## config.mk

```make
export PLATFORM = sky130hd
export DESIGN_NAME = mips_control_mc
export DESIGN_NICKNAME = d
export VERILOG_FILES = /design/src/rtl/mips_control_mc.sv
export SDC_FILE = /design/constraint.sdc
export NUM_CORES = 1
export LEC_CHECK = 0
export ABC_AREA = 1
export CAP_MARGIN = 5
export CELL_PAD_IN_SITES_DETAIL_PLACEMENT = 1
export CELL_PAD_IN_SITES_GLOBAL_PLACEMENT = 2
export CORE_MARGIN = 2
export CORE_UTILIZATION = 21
export CTS_CLUSTER_DIAMETER = 120
export DETAILED_ROUTE_END_ITERATION = 6
export PLACE_DENSITY = 0.77
export SYNTH_ARGS = -nofsm -noshare
export SYNTH_HDL_FRONTEND = slang
export SYNTH_SLANG_ARGS = --single-unit
```

## constraint.sdc

```tcl
create_clock -name clk -period 1.6 [get_ports clk]
set_input_delay 0.24 -clock clk [delete_from_list [all_inputs] [get_ports clk]]
set_output_delay 0.24 -clock clk [all_outputs]
set_load 0.05 [all_outputs]
```

## src/rtl/mips_control_mc.sv

```systemverilog
// Multicycle MIPS control FSM with configurable memory latency, BEQ/BNE
// and optional precise exceptions (illegal opcode, arithmetic overflow).
module mips_control_mc #(
  parameter int unsigned MEM_LAT = 3,
  parameter bit          EN_EXC  = 1'b1
) (
  input  logic       clk,
  input  logic       rst,
  input  logic [5:0] opcode,
  input  logic [5:0] funct,
  input  logic       alu_zero,
  input  logic       alu_overflow,
  output logic       pc_load,
  output logic       mem_write,
  output logic       ins_load,
  output logic       reg_write,
  output logic       regA_load,
  output logic       regB_load,
  output logic       aluout_load,
  output logic       mdr_load,
  output logic       epc_load,
  output logic       mux_alusrcA,
  output logic       mux_IorD,
  output logic [1:0] mux_alusrcB,
  output logic [1:0] mux_regdst,
  output logic [1:0] mux_mem2reg,
  output logic [2:0] mux_pcin,
  output logic [2:0] alu_op,
  output logic [1:0] adjsz_ctrl,
  output logic [1:0] memow_ctrl,
  output logic [1:0] cause,
  output logic       busy_wait
);

  localparam int unsigned WCNT_W = 4;
  localparam logic [WCNT_W-1:0] WCNT_INIT = WCNT_W'(MEM_LAT - 1);

  localparam logic [5:0] OP_RTYPE = 6'h00;
  localparam logic [5:0] OP_J     = 6'h02;
  localparam logic [5:0] OP_JAL   = 6'h03;
  localparam logic [5:0] OP_BEQ   = 6'h04;
  localparam logic [5:0] OP_BNE   = 6'h05;
  localparam logic [5:0] OP_ADDI  = 6'h08;
  localparam logic [5:0] OP_LUI   = 6'h0F;
  localparam logic [5:0] OP_LB    = 6'h20;
  localparam logic [5:0] OP_LH    = 6'h21;
  localparam logic [5:0] OP_LW    = 6'h23;
  localparam logic [5:0] OP_SB    = 6'h28;
  localparam logic [5:0] OP_SH    = 6'h29;
  localparam logic [5:0] OP_SW    = 6'h2B;

  localparam logic [5:0] FN_JR  = 6'h08;
  localparam logic [5:0] FN_ADD = 6'h20;
  localparam logic [5:0] FN_SUB = 6'h22;
  localparam logic [5:0] FN_AND = 6'h24;
  localparam logic [5:0] FN_OR  = 6'h25;
  localparam logic [5:0] FN_SLT = 6'h2A;

  localparam logic [1:0] CAUSE_ILL = 2'd1;
  localparam logic [1:0] CAUSE_OVF = 2'd2;

  typedef enum logic [4:0] {
    ST_RESET, ST_FETCH, ST_DECODE, ST_EXEC_R, ST_EXEC_I, ST_WB_R, ST_WB_I,
    ST_LUI, ST_ADDR_LD, ST_ADDR_ST, ST_MEM_RD, ST_MEM_WR, ST_WB_MEM,
    ST_BRANCH, ST_JUMP, ST_JAL, ST_JR, ST_EXC
  } state_t;

  state_t            state, state_nxt;
  logic [WCNT_W-1:0] wcnt;
  logic [1:0]        cause_nxt;
  logic              wait_last;
  logic [2:0]        r_alu_op;
  logic              r_legal;
  logic              r_ovf_chk;
  logic [1:0]        adjsz_sel;
  logic [1:0]        memow_sel;

  // R-type funct decode, shared by EXEC_R output and exception checks
  always_comb begin
    r_alu_op  = 3'd0;
    r_legal   = 1'b1;
    r_ovf_chk = 1'b0;
    case (funct)
      FN_ADD:  begin r_alu_op = 3'd1; r_ovf_chk = 1'b1; end
      FN_SUB:  begin r_alu_op = 3'd2; r_ovf_chk = 1'b1; end
      FN_AND:  r_alu_op = 3'd3;
      FN_OR:   r_alu_op = 3'd4;
      FN_SLT:  r_alu_op = 3'd5;
      default: r_legal = 1'b0;
    endcase
  end

  // Access size for load-adjust and store-write-enable datapath blocks
  always_comb begin
    adjsz_sel = 2'd0;
    memow_sel = 2'd0;
    case (opcode)
      OP_LB:   adjsz_sel = 2'd1;
      OP_LH:   adjsz_sel = 2'd2;
      default: adjsz_sel = 2'd0;
    endcase
    case (opcode)
      OP_SB:   memow_sel = 2'd1;
      OP_SH:   memow_sel = 2'd2;
      default: memow_sel = 2'd0;
    endcase
  end

  assign wait_last = (wcnt == '0);

  // Next state and state-decoded outputs
  always_comb begin
    state_nxt   = state;
    cause_nxt   = cause;
    pc_load     = 1'b0;
    mem_write   = 1'b0;
    ins_load    = 1'b0;
    reg_write   = 1'b0;
    regA_load   = 1'b0;
    regB_load   = 1'b0;
    aluout_load = 1'b0;
    mdr_load    = 1'b0;
    epc_load    = 1'b0;
    mux_alusrcA = 1'b0;
    mux_IorD    = 1'b0;
    mux_alusrcB = 2'd0;
    mux_regdst  = 2'd0;
    mux_mem2reg = 2'd0;
    mux_pcin    = 3'd0;
    alu_op      = 3'd0;
    adjsz_ctrl  = 2'd0;
    memow_ctrl  = 2'd0;
    busy_wait   = 1'b0;

    case (state)
      ST_RESET: state_nxt = ST_FETCH;

      ST_FETCH: begin
        mux_IorD    = 1'b0;
        mux_alusrcA = 1'b0;
        mux_alusrcB = 2'd1;
        alu_op      = 3'd1;
        busy_wait   = !wait_last;
        if (wait_last) begin
          ins_load  = 1'b1;
          pc_load   = 1'b1;
          mux_pcin  = 3'd0;
          state_nxt = ST_DECODE;
        end
      end

      ST_DECODE: begin
        regA_load   = 1'b1;
        regB_load   = 1'b1;
        aluout_load = 1'b1;
        mux_alusrcA = 1'b0;
        mux_alusrcB = 2'd3;
        alu_op      = 3'd1;
        case (opcode)
          OP_RTYPE:            state_nxt = (funct == FN_JR) ? ST_JR : ST_EXEC_R;
          OP_ADDI:             state_nxt = ST_EXEC_I;
          OP_LUI:              state_nxt = ST_LUI;
          OP_LB, OP_LH, OP_LW: state_nxt = ST_ADDR_LD;
          OP_SB, OP_SH, OP_SW: state_nxt = ST_ADDR_ST;
          OP_BEQ, OP_BNE:      state_nxt = ST_BRANCH;
          OP_J:                state_nxt = ST_JUMP;
          OP_JAL:              state_nxt = ST_JAL;
          default: begin
            if (EN_EXC) begin
              state_nxt = ST_EXC;
              cause_nxt = CAUSE_ILL;
            end else begin
              state_nxt = ST_FETCH;
            end
          end
        endcase
      end

      ST_EXEC_R: begin
        mux_alusrcA = 1'b1;
        mux_alusrcB = 2'd0;
        aluout_load = 1'b1;
        alu_op      = r_alu_op;
        if (!r_legal) begin
          if (EN_EXC) begin
            state_nxt = ST_EXC;
            cause_nxt = CAUSE_ILL;
          end else begin
            state_nxt = ST_FETCH;
          end
        end else if (EN_EXC && r_ovf_chk && alu_overflow) begin
          state_nxt = ST_EXC;
          cause_nxt = CAUSE_OVF;
        end else begin
          state_nxt = ST_WB_R;
        end
      end

      ST_EXEC_I: begin
        mux_alusrcA = 1'b1;
        mux_alusrcB = 2'd2;
        aluout_load = 1'b1;
        alu_op      = 3'd1;
        if (EN_EXC && alu_overflow) begin
          state_nxt = ST_EXC;
          cause_nxt = CAUSE_OVF;
        end else begin
          state_nxt = ST_WB_I;
        end
      end

      ST_WB_R: begin
        reg_write   = 1'b1;
        mux_regdst  = 2'd1;
        mux_mem2reg = 2'd1;
        state_nxt   = ST_FETCH;
      end

      ST_WB_I: begin
        reg_write   = 1'b1;
        mux_regdst  = 2'd0;
        mux_mem2reg = 2'd1;
        state_nxt   = ST_FETCH;
      end

      ST_LUI: begin
        reg_write   = 1'b1;
        mux_regdst  = 2'd0;
        mux_mem2reg = 2'd2;
        state_nxt   = ST_FETCH;
      end

      ST_ADDR_LD, ST_ADDR_ST: begin
        mux_alusrcA = 1'b1;
        mux_alusrcB = 2'd2;
        alu_op      = 3'd1;
        aluout_load = 1'b1;
        state_nxt   = (state == ST_ADDR_LD) ? ST_MEM_RD : ST_MEM_WR;
      end

      ST_MEM_RD: begin
        mux_IorD   = 1'b1;
        adjsz_ctrl = adjsz_sel;
        busy_wait  = !wait_last;
        if (wait_last) begin
          mdr_load  = 1'b1;
          state_nxt = ST_WB_MEM;
        end
      end

      ST_WB_MEM: begin
        reg_write   = 1'b1;
        mux_regdst  = 2'd0;
        mux_mem2reg = 2'd0;
        adjsz_ctrl  = adjsz_sel;
        state_nxt   = ST_FETCH;
      end

      ST_MEM_WR: begin
        mux_IorD   = 1'b1;
        mem_write  = 1'b1;
        memow_ctrl = memow_sel;
        busy_wait  = !wait_last;
        if (wait_last) state_nxt = ST_FETCH;
      end

      // BNE (opcode[0]=1) inverts the zero test
      ST_BRANCH: begin
        mux_alusrcA = 1'b1;
        mux_alusrcB = 2'd0;
        alu_op      = 3'd2;
        mux_pcin    = 3'd1;
        pc_load     = alu_zero ^ opcode[0];
        state_nxt   = ST_FETCH;
      end

      ST_JUMP: begin
        pc_load   = 1'b1;
        mux_pcin  = 3'd2;
        state_nxt = ST_FETCH;
      end

      ST_JAL: begin
        reg_write   = 1'b1;
        mux_regdst  = 2'd3;
        mux_mem2reg = 2'd3;
        pc_load     = 1'b1;
        mux_pcin    = 3'd2;
        state_nxt   = ST_FETCH;
      end

      ST_JR: begin
        pc_load   = 1'b1;
        mux_pcin  = 3'd3;
        state_nxt = ST_FETCH;
      end

      ST_EXC: begin
        epc_load  = 1'b1;
        pc_load   = 1'b1;
        mux_pcin  = 3'd4;
        state_nxt = ST_FETCH;
      end

      default: state_nxt = ST_RESET;
    endcase
  end

  // State, wait counter (reloaded on every state change) and cause register
  always_ff @(posedge clk) begin
    if (rst) begin
      state <= ST_RESET;
      wcnt  <= '0;
      cause <= 2'd0;
    end else begin
      state <= state_nxt;
      cause <= cause_nxt;
      if (state_nxt != state) begin
        wcnt <= WCNT_INIT;
      end else if (wcnt != '0) begin
        wcnt <= wcnt - WCNT_W'(1);
      end
    end
  end

endmodule

```

# Yosys cells after proc, flatten, opt, wreduce, memory -nomap -nowiden
# Index checks and enable logic that the tools add are counted.
# Widths: inputs -> output; s select.
dict set report word_totals {
  register_bits 11
  out_inout_bits 30
  wordCells 115
}
dict set report classes {
  add_sub_neg 1
  n_eq_ne 39
  muxes 41
  n_bitwise 1
  reduce_logical 29
}
# operator count
set ops {}
lappend ops {{$pmux 5 s8} 2}
lappend ops {{$eq 6x6->1 const B} 11}
lappend ops {{$eq 5x4->1 const B} 8}
lappend ops {{$mux 5} 7}
lappend ops {{$reduce_or 5->1} 5}
lappend ops {{$eq 5x3->1 const B} 4}
lappend ops {{$eq 6x4->1 const B} 3}
lappend ops {{$pmux 2 s3} 3}
lappend ops {{$mux 2} 8}
lappend ops {{$reduce_or 2->1} 8}
lappend ops {{$pmux 3 s5} 1}
lappend ops {{$mux 1} 14}
lappend ops {{$reduce_or 13->1} 1}
lappend ops {{$eq 6x2->1 const B} 2}
lappend ops {{$eq 6x3->1 const B} 2}
lappend ops {{$pmux 2 s2} 3}
lappend ops {{$pmux 3 s4} 1}
lappend ops {{$reduce_or 3->1} 4}
lappend ops {{$eq 5x2->1 const B} 2}
lappend ops {{$eq 5x5->1 const B} 2}
lappend ops {{$reduce_or 10->1} 1}
lappend ops {{$pmux 3 s3} 1}
lappend ops {{$logic_not 6->1} 1}
lappend ops {{$eq 5x1->1 const B} 1}
lappend ops {{15 further kinds} 16}

# Depth between registers and ports, before layout
# Gate-level depths: netlist of run 1.
dict set report logic_depth {
  word_depth 9
  depth_mapped 12
}

# Least setup slack after synthesis of run 1
# OpenSTA, ideal clock, no wires.
dict set report synth_path {
  path_kind {flip-flop to output port}
  startpoint {reg state[4]}
  endpoint {out memow_ctrl[0]}
  arrival_time_ns 2.259
  slack_ns -0.899
  stages_incl_launch_ff 7
  cell_sequence {dfxtp_1 > buf_2 > nor2_2 > inv_2 > nor2_1 > nand3_1 > nor2_1}
}
dict set report synth_via {
  elab_chain_len 2
}
# item line_no
set synth_lines {}
lappend synth_lines {{start, declared} 68} ;# state_t state, state_nxt;
lappend synth_lines {{start signal, assigned} 316} ;# state <= state_nxt;
lappend synth_lines {{$eq 5x4->1} 135} ;# case (state)
lappend synth_lines {{$mux 2} 135}
lappend synth_lines {{end, declared} 30} ;# output logic [1:0] memow_ctrl,
# Every way passes these cells.

# Final worst setup path of run 1
dict set report layout_path {
  startpoint {reg state[2]}
  endpoint {out aluout_load}
}
dict set report layout_via {
  elab_chain_len 3
  elab_cells_between_ends 7
}
# item line_no
set layout_lines {}
lappend layout_lines {{$eq 5x4->1 (tied with other cells)} 135}
lappend layout_lines {{$reduce_or 5->1 (no source line) (*)} --}
lappend layout_lines {{$mux 1 (*)} 135}
lappend layout_lines {{end, declared} 19} ;# output logic aluout_load,
# Every way passes the cells marked *; elsewhere a longest branch is shown, timed or not.

==> results of run 1 <==
==> layer usage <==
layer	up-vias	GRT usage [%]
met3	8	2.38
met2	37	38.0
li1	951	-
met1	898	20.1
met4	0	5.93
met5	-	0
==> final cells by class <==
class / instances / area (µm²)
fillers: 683 / 2430
repair buffers: 121 / 1360
multi-input cells: 173 / 1210
flip-flops and latches: 11 / 239
inverters: 39 / 166
well taps: 72 / 90.1
clock buffers: 4 / 45.0
==> final timing paths <==
kind / from / to / slack, ns / cells after the start
worst max-delay path: state[2]$_SDFF_PP0_ / aluout_load / -0.18 / 9
worst min-delay path: wcnt[0]$_SDFFE_PP0N_ / wcnt[0]$_SDFFE_PP0N_ / 0.45 / 1
worst max register to register: state[2]$_SDFF_PP0_ / state[3]$_SDFF_PP0_ / -0.09 / 14
worst min register to register: wcnt[0]$_SDFFE_PP0N_ / wcnt[0]$_SDFFE_PP0N_ / 0.45 / 1
==> cell usage after synthesis <==
| cell | count | area, µm² |
|---|---|---|
| inv_2 | 7 | 26.3 |
| nand4_1 | 4 | 25.0 |
| nor2_2 | 9 | 56.3 |
| inv_4 | 1 | 6.26 |
| inv_1 | 31 | 116 |
| o211ai_1 | 2 | 15.0 |
| nor3_1 | 4 | 20.0 |
| a21oi_1 | 4 | 20.0 |
| nand3_1 | 15 | 75.1 |
| o21ai_0 | 7 | 35.0 |
| buf_2 | 1 | 5.00 |
| nand3_2 | 1 | 10.0 |
| nand2_2 | 4 | 25.0 |
| nand2_1 | 51 | 191 |
| nor2_1 | 55 | 206 |
| nor2_4 | 5 | 56.3 |
| nor3b_1 | 1 | 7.51 |
| or2_2 | 3 | 18.8 |
| o31ai_1 | 2 | 15.0 |
| buf_4 | 2 | 15.0 |
| nor3_4 | 1 | 16.3 |
| a31oi_1 | 5 | 31.3 |
| dfxtp_1 | 11 | 220 |
==> cells in the final DEF (no fill, tap or decap), drive strengths merged <==
master / synthesis / layout
nand2: 55 / 55
clkdlybuf4s50: 0 / 3
dlygate4sd2: 0 / 9
dfxtp: 11 / 11
o21ai: 7 / 7
inv: 39 / 39
nor3b: 1 / 1
a31oi: 5 / 5
a21oi: 4 / 4
nand3: 16 / 16
dlymetal6s2s: 0 / 3
nor3: 5 / 5
o211ai: 2 / 2
or2: 3 / 3
nor2: 69 / 69
buf: 3 / 106
nand4: 4 / 4
o31ai: 2 / 2
clkbuf: 0 / 4
==> sequential cells by signal (all words and copies together), names as in the netlist <==
register and cells:
wcnt 4, state 5, cause 2
==> cells by family (layout without fill, tap and decap cells) <==
kind of cell           after synthesis  count (layout)  synth area share (%)
buffers and inverters               42             164                  13.9
AND/OR/NAND/NOR                    153             153                  58.3
AO/OA/AOI/OAI                       20              20                  9.59
flip-flops                          11              11                  18.1
==> where the power goes <==
part	internal, mW	switching (mW)	leakage [nW]
sequential	0.371	0.132	0.0935
clock	0.175	0.110	0.0228
combinational	1.57	1.91	1.31
==> timing repair <==
item / CTS / global route
setup endpoints to repair: 32 / 35
pin swaps: 21 / 21
gates resized for setup: 80 / 40
buffers inserted: 20 / 8
==> flow_summary.yaml, run 1 <==
outcome:
  status: "finished, violations left"
  violations: "setup timing"
die:
  start_util_pct: 21.9
  die_height_um: 80.0
  rows: 27
  die_x_um: 80.0
  placeableCoreArea_mm2: 0.00554
  ios: 46
  die_area_mm2: 0.00640
drt:
  ant_nets: 0
  wl_per_cell_um: 14.8
  wl_met1_um: 2370
  drt_iter0_drc: 18
  vias: 1894
  drc: 0
  viasPerCell: 4.51
  dr_wl_met3_um: 162
  met2_length_um: 3560
  highest_layer: "met4"
  dr.pass1.iters: 4
  drt_wl_total_um: 6210
setup_path:
  start_kind: "flop"
  crit_path_frequent_cell: "nor2_4"
  cp_cell_sequence: "inv_4, nand2_4, nor2_4, inv_2, nor2_4, nor2_4, buf_4, nand3_2, buf_8"
  crit_family: "simple AND/OR/NAND/NOR gates"
  critPathArrivalTime_ns: 1.54
  crit_buf_inv: 4
  slowest_delay_ns: 0.36
  endpoint_kind: "output port"
  worstSetupPathType: "reg -> out"
  required_ns: 1.36
  crit_fanout: 4
  critPathSlowestCell: "dfxtp_4"
grt:
  grt_usage_pct: 19.0
  grt_pass1_wl_um: 9450
  grt_overflow_total: 0
  grt_antenna_before_repair: 0
  grt_max_degree: 8
  grt_pass1_vias: 2002
place:
  dpl_cell_area_mm2: 0.00250
  dpl.hpwl_um: 4360
  dp_slack_ns: -0.346
  numPortBuffers: 45
  dp.cells: 391
  place.gp.congestion: 0.813
layout:
  fin_nets: 365
  area_growth_syn_to_layout_pct: 156
  final_area_mm2: 0.00311
  final_core_util_pct: 56.1
  drive_above_1_share_pct: 60.1
  antenna_cells: 0
  final_cells: 420
sta:
  hold_slack_ns: 0.451
  hold_viol_final: 0
  final-max-slew-violation-count: 0
  clock_skew_ns: 0.00526
  rsz0062_at_grt: "yes"
  max-slew-margin-rel_pct: 78.4
  tightest_slew_ns: 0.320
  timing.final.ws_setup_ns: -0.175
  tns_ns: -2.69
  setup_viol: 26
  fmax_mhz: 563
  fin_crit_ns: 1.78
  period_share_pct: 111
synthesis:
  syn_nets: 242
  syn_area_mm2: 0.00121
  synth-seq-area-share_pct: 18.1
  ys_ff_latch: 11
  syn_avg_cell_area_um2: 5.37
  synth.distinct_cells: 23
  synth_cells: 226
  yosys_warnings: 0
clock_network:
  cts.clk_slew.worst_paths_ns: 0.06
  cts_tree: "built"
  cts-buffers-inserted: 3
  cts.sinks: 11
  clockBufferDepth: 2
  cts_root_buf: "clkbuf_8"
  hold_buffers: 0
  cts.htree.levels: 1
  clk_latency_ns: 0.24
power:
  finalPower_mw: 4.27
  ir_worst_vdd_mv: 1.78
  powerDensity_mw_per_mm2: 1370
  p_leak_nw: 1.43
job:
  cap_viol_max_count: 0
hold_path:
  hold_path.class: "reg -> reg"
Power figures use the tool's default switching activity.
==> run 2: changes to the inputs <==
--- a/config.mk
+++ b/config.mk
@@ -10,10 +10,11 @@
 export CELL_PAD_IN_SITES_DETAIL_PLACEMENT = 1
 export CELL_PAD_IN_SITES_GLOBAL_PLACEMENT = 2
 export CORE_MARGIN = 2
-export CORE_UTILIZATION = 21
+export CORE_UTILIZATION = 29
 export CTS_CLUSTER_DIAMETER = 120
 export DETAILED_ROUTE_END_ITERATION = 6
-export PLACE_DENSITY = 0.77
+export DONT_BUFFER_PORTS = 1
+export PLACE_DENSITY = 0.73
 export SYNTH_ARGS = -nofsm -noshare
 export SYNTH_HDL_FRONTEND = slang
 export SYNTH_SLANG_ARGS = --single-unit
==> flow_summary.yaml, run 2 (synthesis gave the netlist of run 1 again) <==
clock_network:
  cts-buffers-inserted: 3
  cts.sinks: 11
  cts_root_buf: "clkbuf_8"
  clk_latency_ns: 0.25
  cts.htree.levels: 1
  cts.clk_slew.worst_paths_ns: 0.06
  clockBufferDepth: 2
  cts_tree: "built"
layout:
  drive_above_1_share_pct: 54.0
  fin_nets: 306
  largest_register: "state"
  antenna_cells: 0
  area_growth_syn_to_layout_pct: 102
  final_cells: 339
  final_area_mm2: 0.00245
  layout_common_cells: "nor2_1, nand2_1, buf_4, nor2_4, inv_1"
  multi_input_comb_area_mm2: 0.00119
  largest_reg_flops: 5
  fill_cells: 489
  top_regs: "state x5, wcnt x4, cause x2"
  layout_commonest_cell: "nor2_1"
  seq_area_um2: 239
drt:
  drt_wl_total_um: 5670
  ant_nets: 0
  dr.pass1.iters: 4
  viasPerCell: 5.02
  drt_iter0_drc: 40
  wl_per_cell_um: 16.7
  drc: 0
  vias: 1703
outcome:
  violations: "setup timing"
  status: "finished, violations left"
die:
  die_x_um: 68.7
  placeableCoreArea_mm2: 0.00400
  ios: 46
  die_area_mm2: 0.00472
  start_util_pct: 30.3
  die_height_um: 68.7
  rows: 23
setup_path:
  rrSetupSlack_ns: -0.10
  crit_end: "pc_load"
  rr_startpoint: "state[2]$_SDFF_PP0_"
  crit_fanout: 3
  required_ns: 1.36
  critPathArrivalTime_ns: 1.58
  worstSetupPathType: "reg -> out"
  startpoint: "state[2]$_SDFF_PP0_"
  endpoint_kind: "output port"
  r2r_end: "cause[1]$_SDFFE_PP0P_"
  r2r_cells: 12
  start_kind: "flop"
place:
  dpl.hpwl_um: 3880
  numPortBuffers: 0
  dp_slack_ns: -0.0799
  place.gp.congestion: 0.857
  dpl_cell_area_mm2: 0.00183
  dp.cells: 311
sta:
  timing.final.ws_setup_ns: -0.216
  final-max-slew-violation-count: 0
  tns_ns: -2.78
  setup_viol: 26
  hold_viol_final: 0
  fmax_mhz: 551
  fin_crit_ns: 1.82
  clock_skew_ns: 0.00257
  rsz0062_at_grt: "yes"
  max-slew-margin-rel_pct: 65.1
  tightest_slew_ns: 0.522
  period_share_pct: 114
grt:
  grt_usage_pct: 23.1
  grt_pass1_wl_um: 8070
  grt_antenna_before_repair: 0
  grt_pass1_vias: 1682
  grt_overflow_total: 0
  grt_max_degree: 8
power:
  internal-power_mw: 1.72
  powerDensity_mw_per_mm2: 1550
  pwr-share-comb_pct: 76.8
  p_switching_mw: 2.08
  ir_worst_vdd_mv: 1.43
  swShare_pct: 54.6
  p_seq_share_pct: 15.4
  pwr-share-clk_pct: 7.8
  p_leak_nw: 1.10
job:
  cap_viol_max_count: 0
hold_path:
  hold_depth: 1
  hold_path.class: "in -> reg"
  timing.hold.worst.start: "rst"
run 2: changes by cell type in the layout (fill, tap and decap cells not counted), moves of 2 or more:
| cell | before | now |
|---|---|---|
| buf_4 | 55 | 29 |
| buf_6 | 24 | 14 |
| nor2_1 | 27 | 37 |
| buf_12 | 25 | 16 |
| dlygate4sd2_1 | 9 | 0 |
| nor2_2 | 13 | 7 |
| nand2_1 | 38 | 33 |
| nor2_4 | 29 | 25 |
| clkdlybuf4s50_1 | 3 | 0 |
| dlymetal6s2s_1 | 3 | 0 |
| inv_4 | 8 | 5 |
| nand2_2 | 9 | 11 |
| nand2_4 | 7 | 9 |
| nand3_2 | 4 | 2 |
run 2: through the flow:
step	hold slack [ns]	utilization (%)	power, mW
floorplan	0.302	-	1.98
global placement	0.305	45.7	2.52
detailed placement	0.307	45.7	2.56
CTS	0.0493	54.4	3.26
global route	0.0402	61.3	3.99
finish	0.0456	61.3	3.80
run 2: area by class of cell:
cell class | instances | area share, %
multi-input combinational | 173 | 48.5
timing repair buffer | 62 | 30.2
sequential | 11 | 9.74
inverter | 39 | 7.19
tap | 50 | 2.55
clock buffer | 4 | 1.84
run 2: worst min path at each step:
| stage | endpoint | slack (ns) |
|---|---|---|
| 6_report | state[1]$_SDFF_PP0_ | 0.05 |
| 5_1_grt | state[1]$_SDFF_PP0_ | 0.04 |
| 4_1_cts | state[3]$_SDFF_PP0_ | 0.05 |
| 3_5_place_dp | state[1]$_SDFF_PP0_ | 0.31 |
| 3_3_place_gp | state[1]$_SDFF_PP0_ | 0.30 |
| 2_1_floorplan | state[0]$_SDFF_PP0_ | 0.30 |
run 2: worst max-delay path, stage by stage, from the launching register on:
cell and delay, ns:
dfxtp_4 0.37, nor2_4 0.18, inv_2 0.10, nor2_1 0.19
nand2_2 0.12, o21ai_2 0.11, nor2_1 0.11, nand2_4 0.16
run 2: power by group through the flow:
stage               clock network, mW  logic (mW)  registers, mW
floorplan                           0        1.49          0.496
global placement                    0        2.00          0.517
detailed placement                  0        2.03          0.526
CTS                             0.295        2.41          0.552
global route                    0.315        3.08          0.595
finish                          0.298        2.92          0.584
run 2: per-layer routing:
metal	up-vias	global-route usage, %	share of wire, %
li1	841	-	-
met5	-	0	0
met1	823	26.9	40
met3	8	3.57	3.1
met4	0	7.35	1.2
met2	31	42.9	56
run 2: what timing repair did:
item                                    CTS  global route
pin swaps                                21            28
gates resized for setup                  60            48
hold buffers                              0             0
endpoints found under the setup margin   25            32
hold endpoints to repair                  0             0
setup buffers                            12            12
==> run 3: changes to the inputs <==
--- a/config.mk
+++ b/config.mk
@@ -11,9 +11,10 @@
 export CELL_PAD_IN_SITES_GLOBAL_PLACEMENT = 2
 export CORE_MARGIN = 2
 export CORE_UTILIZATION = 29
-export CTS_CLUSTER_DIAMETER = 120
+export CTS_CLUSTER_DIAMETER = 200
 export DETAILED_ROUTE_END_ITERATION = 6
 export DONT_BUFFER_PORTS = 1
+export GPL_TIMING_DRIVEN = 0
 export PLACE_DENSITY = 0.73
 export SYNTH_ARGS = -nofsm -noshare
 export SYNTH_HDL_FRONTEND = slang
==> flow_summary.yaml, run 3 (synthesis gave the netlist of run 1 again) <==
clock_network:
  cts-buffers-inserted: 3
  hold_buffers: 0
  clockBufferDepth: 2
  cts.clk_slew.worst_paths_ns: 0.05
  cts.htree.levels: 1
  cts_tree: "built"
  clk_latency_ns: 0.24
  cts_root_buf: "clkbuf_8"
  cts.sinks: 11
die:
  ios: 46
  placeableCoreArea_mm2: 0.00400
  die_x_um: 68.7
  die_area_mm2: 0.00472
  start_util_pct: 30.3
  rows: 23
  die_height_um: 68.7
job:
  cap_viol_max_count: 0
drt:
  vias: 1517
  drt_iter0_drc: 34
  ant_nets: 0
  wl_per_cell_um: 15.8
  drc: 0
  dr.pass1.iters: 4
  viasPerCell: 4.96
  drt_wl_total_um: 4820
layout:
  final_core_util_pct: 50.7
  top_regs: "state x5, wcnt x4, cause x2"
  drive_above_1_share_pct: 50.4
  antenna_cells: 0
  largest_reg_flops: 5
  final_area_mm2: 0.00203
  largest_register: "state"
  area_growth_syn_to_layout_pct: 67.1
  layout_commonest_cell: "nand2_1"
  fill_cells: 524
  layout_common_cells: "nand2_1, nor2_1, nor2_4, buf_4, inv_1"
  fin_nets: 273
hold_path:
  hold_depth: 1
  timing.hold.worst.start: "rst"
  hold_path.class: "in -> reg"
grt:
  grt_pass1_wl_um: 7490
  grt_max_degree: 9
  grt_antenna_before_repair: 0
  grt_overflow_total: 0
  grt_pass1_vias: 1565
  grt_usage_pct: 20.8
sta:
  timing.final.ws_setup_ns: -0.401
  period_share_pct: 125
  hold_viol_final: 0
  setup_viol: 30
  fin_crit_ns: 2.00
  hold_slack_ns: 0.0496
  max-slew-margin-rel_pct: 58.5
  clock_skew_ns: 0.00386
  tightest_slew_ns: 0.620
  fmax_mhz: 500
  rsz0062_at_grt: "yes"
  tns_ns: -6.39
  final-max-slew-violation-count: 0
outcome:
  status: "finished, violations left"
  violations: "setup timing"
setup_path:
  endpoint_kind: "output port"
  required_ns: 1.36
  critPathArrivalTime_ns: 1.76
  startpoint: "state[2]$_SDFF_PP0_"
  crit_fanout: 3
  worstSetupPathType: "reg -> out"
  r2r_cells: 12
  rr_startpoint: "state[1]$_SDFF_PP0_"
  start_kind: "flop"
place:
  dpl.hpwl_um: 3570
  numPortBuffers: 0
  dpl_cell_area_mm2: 0.00143
  place.gp.congestion: 0.789
power:
  powerDensity_mw_per_mm2: 1610
  finalPower_mw: 3.27
  ir_worst_vdd_mv: 1.17
  p_leak_nw: 0.886
[run 3: area by class of cell]
cell class,instances,area (µm²),area share [%]
Sequential cell,11,239,11.8
Inverter,39,178,8.76
Clock buffer,3,41.3,2.04
Tap cell,50,62.6,3.08
Timing Repair Buffer,27,218,10.7
Clock inverter,1,5.00,0.247
Buffer,2,22.5,1.11
Multi-Input combinational cell,173,1260,62.2
[run 3: through the flow]
step	setup WS, ns	instances
5_1_grt	-0.491	306
4_1_cts	-0.414	293
2_1_floorplan	-0.164	226
6_report	-0.401	306
3_3_place_gp	-0.420	276
3_5_place_dp	-0.430	276
[run 3: worst paths after layout]
kind                                         endpoint  slack [ns]
worst min register to register   wcnt[3]$_SDFFE_PP0N_        0.45
worst max-delay path                        alu_op[0]       -0.40
worst min-delay path              state[0]$_SDFF_PP0_        0.05
worst max register to register  cause[1]$_SDFFE_PP0P_       -0.27
[run 3: layer usage]
layer  track usage (%)  wire [µm]  vias up
met3              3.08        164        4
li1                  -          -      770
met4              4.66         22        0
met5                 0          0        -
met1              25.9       2080      715
met2              37.7       2550       28
[run 3: worst max-delay path: stages, from the launching register on]
cell	delay, ns
dfxtp_4	0.36
inv_2	0.10
nand2_2	0.12
nor2_4	0.15
inv_1	0.07
nor2_1	0.25
nor2_4	0.12
nand2_8	0.15
nor2_4	0.05
o21ai_4	0.15
[run 3: power by group]
part	leakage (nW)	switching [mW]	internal (mW)	total [mW]
logic	0.767	1.65	0.771	2.42
clock network	0.0255	0.111	0.172	0.282
registers	0.0935	0.191	0.370	0.561
total	0.886	1.95	1.31	3.27
[run 3: what timing repair did]
| item | CTS | global route |
|---|---|---|
| endpoints found under the setup margin | 32 | 34 |
| buffers inserted | 13 | 15 |
| pin swaps | 24 | 31 |
| resized for setup | 59 | 38 |
